### src/rtl/wb_commit_unit_pkg.sv
// Shared widths, the write-request record and the x0 address used by the
// writeback commit unit and its result FIFO.
package wb_commit_unit_pkg;

    localparam int DATA_W  = 64;
    localparam int ADDR_W  = 5;
    localparam int REG_NUM = 32;

    localparam logic [ADDR_W-1:0] RegZero = '0;

    typedef struct packed {
        logic [ADDR_W-1:0] addr;
        logic [DATA_W-1:0] data;
    } wb_req_t;

endpackage

### src/rtl/wb_commit_unit_result_fifo.sv
// Synchronous FIFO of long-latency write requests with occupancy count.
// Pushes while full and pops while empty are ignored.
module wb_result_fifo
    import wb_commit_unit_pkg::*;
#(
    parameter int DEPTH = 4
) (
    input  logic                     Clk,
    input  logic                     Rst,
    input  logic                     i_Push,
    input  wb_req_t                  i_PushData,
    input  logic                     i_Pop,
    output wb_req_t                  o_Head,
    output logic [$clog2(DEPTH):0]   o_Count,
    output logic                     o_Full,
    output logic                     o_Empty
);

    localparam int PTR_W = $clog2(DEPTH);

    wb_req_t              r_mem [DEPTH];
    logic [PTR_W-1:0]     r_wrPtr;
    logic [PTR_W-1:0]     r_rdPtr;
    logic [PTR_W:0]       r_count;
    logic                 w_doPush;
    logic                 w_doPop;

    assign o_Full   = (r_count == (PTR_W+1)'(DEPTH));
    assign o_Empty  = (r_count == '0);
    assign o_Count  = r_count;
    assign o_Head   = r_mem[r_rdPtr];
    assign w_doPush = i_Push && !o_Full;
    assign w_doPop  = i_Pop && !o_Empty;

    // Pointers wrap naturally because DEPTH is a power of two.
    always_ff @(posedge Clk or negedge Rst) begin
        if (!Rst) begin
            r_wrPtr <= '0;
            r_rdPtr <= '0;
            r_count <= '0;
        end else begin
            if (w_doPush) r_wrPtr <= r_wrPtr + PTR_W'(1);
            if (w_doPop)  r_rdPtr <= r_rdPtr + PTR_W'(1);
            if (w_doPush && !w_doPop)      r_count <= r_count + (PTR_W+1)'(1);
            else if (w_doPop && !w_doPush) r_count <= r_count - (PTR_W+1)'(1);
        end
    end

    always_ff @(posedge Clk) begin
        if (w_doPush) r_mem[r_wrPtr] <= i_PushData;
    end

endmodule

### src/rtl/wb_commit_unit.sv
// Register-file write-port owner: arbitrates pipeline and buffered long-latency
// results, with anti-starvation for the FIFO and a per-register busy scoreboard.
module wb_commit_unit
    import wb_commit_unit_pkg::*;
#(
    parameter int FIFO_DEPTH   = 4,
    parameter int STARVE_LIMIT = 3
) (
    input  logic                          Clk,
    input  logic                          Rst,
    input  logic                          i_PipeValid,
    input  logic [ADDR_W-1:0]             i_PipeAddr,
    input  logic [DATA_W-1:0]             i_PipeData,
    output logic                          o_PipeStall,
    input  logic                          i_LongValid,
    output logic                          o_LongReady,
    input  logic [ADDR_W-1:0]             i_LongAddr,
    input  logic [DATA_W-1:0]             i_LongData,
    input  logic                          i_IssueMarkValid,
    input  logic [ADDR_W-1:0]             i_IssueMarkAddr,
    input  logic [ADDR_W-1:0]             i_Rs1QueryAddr,
    output logic                          o_Rs1Busy,
    input  logic [ADDR_W-1:0]             i_Rs2QueryAddr,
    output logic                          o_Rs2Busy,
    output logic [DATA_W-1:0]             o_RdWriteData,
    output logic [ADDR_W-1:0]             o_RdWriteAddr,
    output logic                          o_RdWriteEnable,
    output logic [$clog2(FIFO_DEPTH):0]   o_FifoCount,
    output logic                          o_Idle
);

    localparam int STARVE_W = $clog2(STARVE_LIMIT + 1);

    wb_req_t                 w_head;
    wb_req_t                 w_pipeReq;
    wb_req_t                 w_win;
    logic                    w_fifoFull;
    logic                    w_fifoEmpty;
    logic                    w_push;
    logic                    w_starveWin;
    logic                    w_fifoWin;
    logic                    w_winValid;
    logic [REG_NUM-1:0]      w_busyNext;

    logic [STARVE_W-1:0]     r_starve;
    logic [REG_NUM-1:0]      r_busy;
    logic [DATA_W-1:0]       r_RdWriteData;
    logic [ADDR_W-1:0]       r_RdWriteAddr;
    logic                    r_RdWriteEnable;

    wb_result_fifo #(.DEPTH(FIFO_DEPTH)) u_fifo (
        .Clk        (Clk),
        .Rst        (Rst),
        .i_Push     (w_push),
        .i_PushData (wb_req_t'{addr: i_LongAddr, data: i_LongData}),
        .i_Pop      (w_fifoWin),
        .o_Head     (w_head),
        .o_Count    (o_FifoCount),
        .o_Full     (w_fifoFull),
        .o_Empty    (w_fifoEmpty)
    );

    // Ready and stall come from registered state only, so a same-cycle pop
    // never opens the FIFO and the stall never depends on PipeValid.
    assign o_LongReady = !w_fifoFull;
    assign w_push      = i_LongValid && o_LongReady;
    assign w_starveWin = !w_fifoEmpty && (r_starve == STARVE_W'(STARVE_LIMIT));
    assign o_PipeStall = w_starveWin;
    assign w_fifoWin   = !w_fifoEmpty && (w_starveWin || !i_PipeValid);
    assign w_winValid  = w_fifoWin || i_PipeValid;
    assign w_pipeReq   = '{addr: i_PipeAddr, data: i_PipeData};
    assign w_win       = w_fifoWin ? w_head : w_pipeReq;

    assign o_Rs1Busy       = (i_Rs1QueryAddr != RegZero) && r_busy[i_Rs1QueryAddr];
    assign o_Rs2Busy       = (i_Rs2QueryAddr != RegZero) && r_busy[i_Rs2QueryAddr];
    assign o_RdWriteData   = r_RdWriteData;
    assign o_RdWriteAddr   = r_RdWriteAddr;
    assign o_RdWriteEnable = r_RdWriteEnable;
    assign o_Idle          = w_fifoEmpty && (r_busy == '0) && !r_RdWriteEnable;

    // The mark is applied after the clear so a same-cycle re-issue keeps rd busy.
    always_comb begin
        w_busyNext = r_busy;
        if (w_winValid) w_busyNext[w_win.addr] = 1'b0;
        if (i_IssueMarkValid && (i_IssueMarkAddr != RegZero)) w_busyNext[i_IssueMarkAddr] = 1'b1;
    end

    always_ff @(posedge Clk or negedge Rst) begin
        if (!Rst) begin
            r_starve        <= '0;
            r_busy          <= '0;
            r_RdWriteData   <= '0;
            r_RdWriteAddr   <= '0;
            r_RdWriteEnable <= 1'b0;
        end else begin
            r_busy          <= w_busyNext;
            r_RdWriteEnable <= w_winValid && (w_win.addr != RegZero);
            if (w_winValid) begin
                r_RdWriteData <= w_win.data;
                r_RdWriteAddr <= w_win.addr;
            end
            if (w_fifoEmpty || w_fifoWin) r_starve <= '0;
            else                          r_starve <= r_starve + STARVE_W'(1);
        end
    end

endmodule

### config.mk
export PLATFORM = sky130hd
export DESIGN_NAME = wb_commit_unit
export DESIGN_NICKNAME = d
export VERILOG_FILES = /design/src/rtl/wb_commit_unit_pkg.sv /design/src/rtl/wb_commit_unit_result_fifo.sv /design/src/rtl/wb_commit_unit.sv
export SDC_FILE = /design/constraint.sdc
export NUM_CORES = 1
export LEC_CHECK = 0
export ABC_AREA = 1
export CELL_PAD_IN_SITES_DETAIL_PLACEMENT = 1
export CELL_PAD_IN_SITES_GLOBAL_PLACEMENT = 2
export CORE_UTILIZATION = 40
export CTS_BUF_LIST = sky130_fd_sc_hd__clkbuf_4 sky130_fd_sc_hd__clkbuf_8
export CTS_CLUSTER_SIZE = 25
export DETAILED_ROUTE_END_ITERATION = 16
export GPL_ROUTABILITY_DRIVEN = 0
export GPL_TIMING_DRIVEN = 0
export PLACE_DENSITY = 0.87
export SETUP_SLACK_MARGIN = 0.3
export SYNTH_ARGS = -nofsm -noshare
export SYNTH_HDL_FRONTEND = slang
export SYNTH_SLANG_ARGS = --single-unit
### constraint.sdc
create_clock -name Clk -period 11.2 [get_ports Clk]
set_input_delay 1.68 -clock Clk [delete_from_list [all_inputs] [get_ports Clk]]
set_output_delay 1.68 -clock Clk [all_outputs]
set_load 0.01 [all_outputs]
==> reports/metrics.yaml, run 1 <==
synth-xor-area-share: 0.002728
root_buffer: "clkbuf_8"
worst-setup-path-type: "in -> out"
ys_seq_elements: 387
drive_gt1_frac: 0.09606
crit_chain: "clkdlybuf4s50_1 -> clkbuf_1 -> o21ai_0 -> a21oi_1 -> o21ai_0 -> nand3_1 -> nand2_1 -> nand2_1 -> clkdlybuf4s50_1"
drt_pass1_iterations: 11
drcViolationCount: 4
p_leak_nw: 7.581
synthAdderAreaFrac: 0.005924
die_w_um: 202.3
clk_path_buf_depth: 3
synth.distinct_cells: 35
max-slew-margin-rel: 0.1254
vias: 12440
ir_drop_uv: 155.5
synth_common_cells: "nand2_1 (279), edfxtp_1 (276), o21ai_0 (240)"
ys_seq_area_frac: 0.6893
clk_pin_slew_worst_paths_ps: 60
cts_tree: "done"
hold_class: "reg -> reg"
synth_edf_count: 276
syn_area_mm2: 0.01605
fin_setup_tns_ps: 0
start_util: 0.4050
synth_nets: 1609
synth.mux.area_fraction: 0.0007015
worst_setup_path_start_kind: "input port"
ys_async_sr_fraction: 0.2868
ys_top_cells_by_area: "edfxtp_1 (52%), dfrtp_1 (17%), o21ai_0 (7.5%)"
hold_viol_final: 0
drt.antenna.violating_nets: 0
first_global_vias: 13240
finalMaxSlewViolations: 0
worst_pin_slew_ps: 1302
slowest_stage: "clkdlybuf4s50_1"
routedWlPerCell_um: 21.76
cts_hold_buf: 0
synth_top_cell_area_share: 0.5163
core_mm2: 0.03964
clock_sinks: 387
place.port_buffers: 233
row_count: 73
worstPathMaxFanout: 10
fin_crit_sh: 0.4954
pin_count: 236
drt-initial-drc-count: 783
cts_inserted_buffers: 61
setup_viol: 0
die_h_um: 202.3
synth_ff_type: "edfxtp_1"
area_growth_pct: 28.76
max_stage_delay_ps: 620
dp.final_hpwl_um: 35180
post_cts_resized: 0
design_power_total_w: 0.005453
endpoint_kind: "output pin"
fmax_mhz: 180.2
grtUsageTotal: 0.2474
synth_top_family_by_area: "compound AO/OA/AOI/OAI gates"
grt_max_degree: 79
syn_inst: 1444
post_cts_buffers: 0
yosys.area.top_type: "edfxtp_1"
yosysMostFrequentCell: "nand2_1"
yosysWarnings: 0
path_delay_family: "buffers and inverters"
power_density_mw_per_mm2: 263.8
violations: "design-rule violations"
grt-ovfl-total: 0
yosys.area_share.simple: 0.1288
period_needed_ps: 5548
worst_ep_arrival_time_ps: 3870
clock_skew_ps: 29.66
drv_cap: 0
drt-total-wl_um: 50670
routed_via_density: 5.340
cp_num_buf_inv: 3
status: "finished, violations left"
avgSynthCellArea_um2: 11.12
grt_setup_unrepaired: "false"
htreeDepth: 2
grt_pass1_wl_um: 76970
antenna_found_initial: 6
holdWs_ps: 438.0
fillers: 4262
synth_compound_area_frac: 0.1362
die-area_mm2: 0.04094
nets: 1915
clock_latency_ps: 640
crit_required_ps: 9520
[worst register-to-register path: cells and delay by family (launching register included)]
kind | cells | cell delay, ps
AO/OA/AOI/OAI | 3 | 430
buffers and inverters | 5 | 1010
XOR/XNOR | 1 | 160
flip-flops | 1 | 440
adder cells (fa/ha/maj) | 2 | 570
AND/OR/NAND/NOR | 1 | 150
[final timing paths]
| kind | cells after the start | startpoint | slack [ps] | endpoint |
|---|---|---|---|---|
| max in group asynchronous | 2 | Rst | 9480 | o_RdWriteData[52] |
| worst max-delay path | 9 | i_Rs2QueryAddr[1] | 5650 | o_Rs2Busy |
| worst min register to register | 1 | r_starve[0] | 440 | r_starve[0] |
| worst min-delay path | 1 | r_starve[0] | 440 | r_starve[0] |
| min in group asynchronous | 1 | Rst | 950 | o_RdWriteData[23] |
| worst max register to register | 12 | u_fifo.o_Count[2] | 8330 | u_fifo.o_Count[2] |
[stage by stage]
stage          std cells  instance area, µm²  setup slack [ps]    util
3_5_place_dp        2212               19290              5650  0.4866
5_1_grt             2328               20670              5439  0.5214
2_1_floorplan       1444               16050              5999       -
6_report            2329               20670              5652  0.5214
3_3_place_gp        2202               19040              2668  0.4804
4_1_cts             2326               20660              5643  0.5211
[area by class of cell]
| cell class | count | area (µm²) | share of cell area |
|---|---|---|---|
| clock inverter | 29 | 311.5 | 0.01507 |
| inverter | 57 | 214.0 | 0.01035 |
| multi-input combinational | 918 | 4439 | 0.2148 |
| buffer | 82 | 369.1 | 0.01786 |
| antenna | 3 | 7.507 | 0.0003632 |
| tap | 525 | 656.9 | 0.03178 |
| clock buffer | 85 | 1057 | 0.05115 |
| timing repair buffer | 243 | 2549 | 0.1233 |
| sequential | 387 | 11070 | 0.5354 |
[cell usage in the layout (no fill, tap or decap), drive strengths merged, types with 34 or more instances in the layout]
cell,n
nand3,34
o21ai,288
nor2,180
dfrtp,111
edfxtp,276
inv,57
o221ai,39
buf,47
clkbuf,131
nand2,280
clkdlybuf4s50,232
[state kept, by name (all words and copies together) (netlist names)]
signal and cells:
u_fifo.r_rdPtr 2, o_RdWriteEnable 1, r_starve 2, o_RdWriteData 64, r_busy 32, u_fifo.r_wrPtr 2, u_fifo.o_Count 3, o_RdWriteAddr 5
u_fifo.r_mem 276
[logic make-up (layout without fill, tap and decap cells)]
group | count (synthesis) | count (layout)
AOI/OAI and AO/OA | 389 | 389
xor gates and xnor gates | 5 | 5
adders and majority gates | 7 | 7
buffers and inverters | 139 | 496
DFF | 387 | 387
muxes | 1 | 1
other | 0 | 3
and+or+nand+nor | 516 | 516
[per-layer routing]
metal | global-route usage | up-vias | wire length (µm)
met1 | 0.3194 | 6257 | 21360
met3 | 0.04241 | 102 | 2439
li1 | - | 5742 | -
met2 | 0.4179 | 328 | 25260
met4 | 0.09049 | 8 | 1548
met5 | 0 | - | 57
[report_power, final]
part / switching (W) / internal (W)
sequential: 0.000205 / 0.00196
clock: 0.000566 / 0.000771
combinational: 0.00124 / 0.000716
total: 0.00201 / 0.00345
No activity file was read; power rests on OpenSTA's default activity.
==> run 2, diff against run 1 <==
Settings changed: CORE_UTILIZATION 40 to 33, PLACE_DENSITY 0.87 to 0.77.
Clock period 11.2 ns to 5 ns, I/O delays scaled along.
==> run 2 against run 1 <==
Against the previous run: the run now ends clean; worst setup slack worse by 4300 ps; clock skew up 4.7 ps; non-clock buffer count up 2; combinational power up 130%; design area up 0.98%; sequential share of layout area down 0.52 points; via count down 1.9%; worst hold slack worse by 380 ps; flip-flop and latch count unchanged; die area up 21%; highest routed layer unchanged.
==> reports/metrics.yaml, run 2 (synthesis gave the netlist of run 1 again) <==
status: "finished, final reports clean"
power_density_mw_per_mm2: 584.6  # +120%
crit_path_end: "o_Rs2Busy"
drv_cap: 0  # unchanged
ff_latch_area_mm2: 0.01107  # unchanged
fin_setup_tns_ps: 0  # unchanged
drt-total-wl_um: 51210  # +1.0%
clk_path_buf_depth: 3  # unchanged
cp_num_buf_inv: 3  # unchanged
place.port_buffers: 233  # unchanged
final_cell_mix: "nand2_1 (279), edfxtp_1 (276), o21ai_0 (240), clkdlybuf4s50_1 (232), nor2_1 (162)"
hold_viol_final: 0  # unchanged
grt_max_degree: 77  # -2.5%
vias: 12210  # -1.9%
routedWlPerCell_um: 21.06  # -3.2%
p_seq_frac: 0.397  # about the same
antenna_found_initial: 9  # +3
start_util: 0.3355  # -0.06945
grt_pass1_wl_um: 78920  # +2.5%
clock_sinks: 387  # unchanged
p_int_w: 0.007720  # +120%
p_switching_w: 0.004482  # +120%
met2_usage: 0.3638  # -0.05412
dpl_cell_area_mm2: 0.01946  # +0.91%
grtUsageTotal: 0.2102  # -0.03727
setup.worst_path.start: "i_Rs2QueryAddr[1]"
pin_count: 236  # unchanged
period_needed_ps: 3680
largest_register: "u_fifo.r_mem"
worstRegToRegCells: 12  # unchanged
drt.antenna.violating_nets: 0  # unchanged
core_mm2: 0.04785  # +21%
reg2reg_slack_ps: 2100  # -6230 ps
crit_chain: "clkdlybuf4s50_1 -> clkbuf_1 -> o21ai_0 -> a21oi_1 -> o21ai_0 -> nand3_1 -> nand2_1 -> nand2_1 -> clkdlybuf4s50_1"
die_w_um: 222.6  # +10%
worstPathMaxFanout: 10  # unchanged
cts_inserted_buffers: 67  # +9.8%
clock_latency_ps: 600  # -40 ps
r2r_start: "u_fifo.o_Count[0]"
post_cts_buffers: 0  # unchanged
htreeDepth: 3  # +1
hold_class: "in -> async"
finalInstanceArea_mm2: 0.02087  # +0.98%
slowest_stage: "clkdlybuf4s50_1"
clk_pin_slew_worst_paths_ps: 60  # about the same
busiest_layer: "met2"
setup_viol: 0  # unchanged
p_leak_nw: 7.634  # +0.71%
worst_pin_slew_ps: 1332  # +30.50 ps
timing.rr.end: "u_fifo.o_Count[2]"
worst-setup-path-type: "in -> out"
endpoint_kind: "output pin"
multiInputGateArea_mm2: 0.004439  # unchanged
dp.final_hpwl_um: 36430  # +3.6%
fmax_mhz: 271.8
cts_tree: "done"
holdWs_ps: 59.93  # -378.0 ps
routed_via_density: 5.021  # -6.0%
die_h_um: 222.6  # +10%
path_delay_family: "buffers and inverters"
grt_use_met3: 0.04060  # -0.001808
finalMaxSlewViolations: 0  # unchanged
drt-initial-drc-count: 620  # -21%
grt_setup_unrepaired: "false"
fillers: 5237  # +23%
worst_setup_path_start_kind: "input port"
root_buffer: "clkbuf_8"
area_growth_pct: 30.02
row_count: 80  # +9.6%
largest_reg_flops: 276  # unchanged
p_clk_frac: 0.244  # about the same
drcViolationCount: 0  # -4
nets: 1923  # +0.42%
post_cts_resized: 0  # unchanged
grt_use_met1: 0.2629  # -0.05648
layout_setup_ws_ps: 1320  # -4331 ps
die-area_mm2: 0.04953  # +21%
pwr-share-comb: 0.360  # +0.002
first_global_vias: 13220  # -0.15%
cts_hold_buf: 0  # unchanged
ir_drop_uv: 204.4  # +31%
fin_crit_sh: 0.7359
swShare: 0.3673  # -0.0006937
cp.depth: 9  # unchanged
drt_pass1_iterations: 5  # -6
final_common_cell: "nand2_1"
max-slew-margin-rel: 0.1049  # -0.02049
worst_ep_arrival_time_ps: 2930  # -940 ps
grt-ovfl-total: 0  # unchanged
drive_gt1_frac: 0.1022  # +0.006096
crit_required_ps: 4250  # -5270 ps
max_stage_delay_ps: 640  # +20 ps
pre_cts_ws_ps: 1295  # -4355 ps
clock_skew_ps: 34.32  # +4.660 ps
## run 2: changes by cell type in the layout (fill, tap and decap cells not counted), moves of 2 or more
cell / before / now
bufinv_16: 7 / 2
clkinv_2: 9 / 7
clkinv_1: 11 / 9
clkbuf_8: 67 / 77
diode_2: 3 / 5
clkbuf_4: 18 / 26
buf_16: 2 / 5
## run 2: how the worst min path moves through the flow
stage	from	endpoint	slack, ps
after detailed placement	r_starve[0]	r_starve[0]	430
after CTS	Rst	o_RdWriteData[20]	20
after global placement	r_starve[0]	r_starve[0]	420
after global routing	Rst	o_RdWriteData[20]	50
after floorplan	r_starve[0]	r_starve[0]	410
final	Rst	o_RdWriteData[21]	60
## run 2: per-layer routing
| layer | vias to the layer above | share of wire |
|---|---|---|
| met3 | 61 | 0.048 |
| met4 | 8 | 0.018 |
| li1 | 5768 | - |
| met2 | 267 | 0.51 |
| met5 | - | 0.0012 |
| met1 | 6102 | 0.42 |
## run 2: final cells by class
cell class	instances	area share
buffer	82	0.01768
sequential	387	0.5302
timing repair buffer	245	0.1251
tap	615	0.03687
clock buffer	103	0.06012
multi-input combinational	918	0.2127
inverter	57	0.01025
clock inverter	19	0.006534
antenna	5	0.0005994
## run 2: power groups by stage
stage / Combinational [W] / Clock, W / Sequential [W]
after global routing: 0.00486 / 0.00318 / 0.00493
after detailed placement: 0.00446 / 0 / 0.00490
after floorplan: 0.00217 / 0 / 0.00495
after global placement: 0.00421 / 0 / 0.00498
final: 0.00439 / 0.00297 / 0.00484
after CTS: 0.00447 / 0.00305 / 0.00484
## run 2: through the flow
| step | total power (W) | utilization | instances |
|---|---|---|---|
| after detailed placement | 0.009359 | 0.4068 | 2304 |
| after global placement | 0.009185 | 0.4003 | 2292 |
| after global routing | 0.01297 | 0.4361 | 2429 |
| final | 0.01220 | 0.4362 | 2431 |
| after CTS | 0.01237 | 0.4359 | 2426 |
| after floorplan | 0.007120 | - | 1444 |
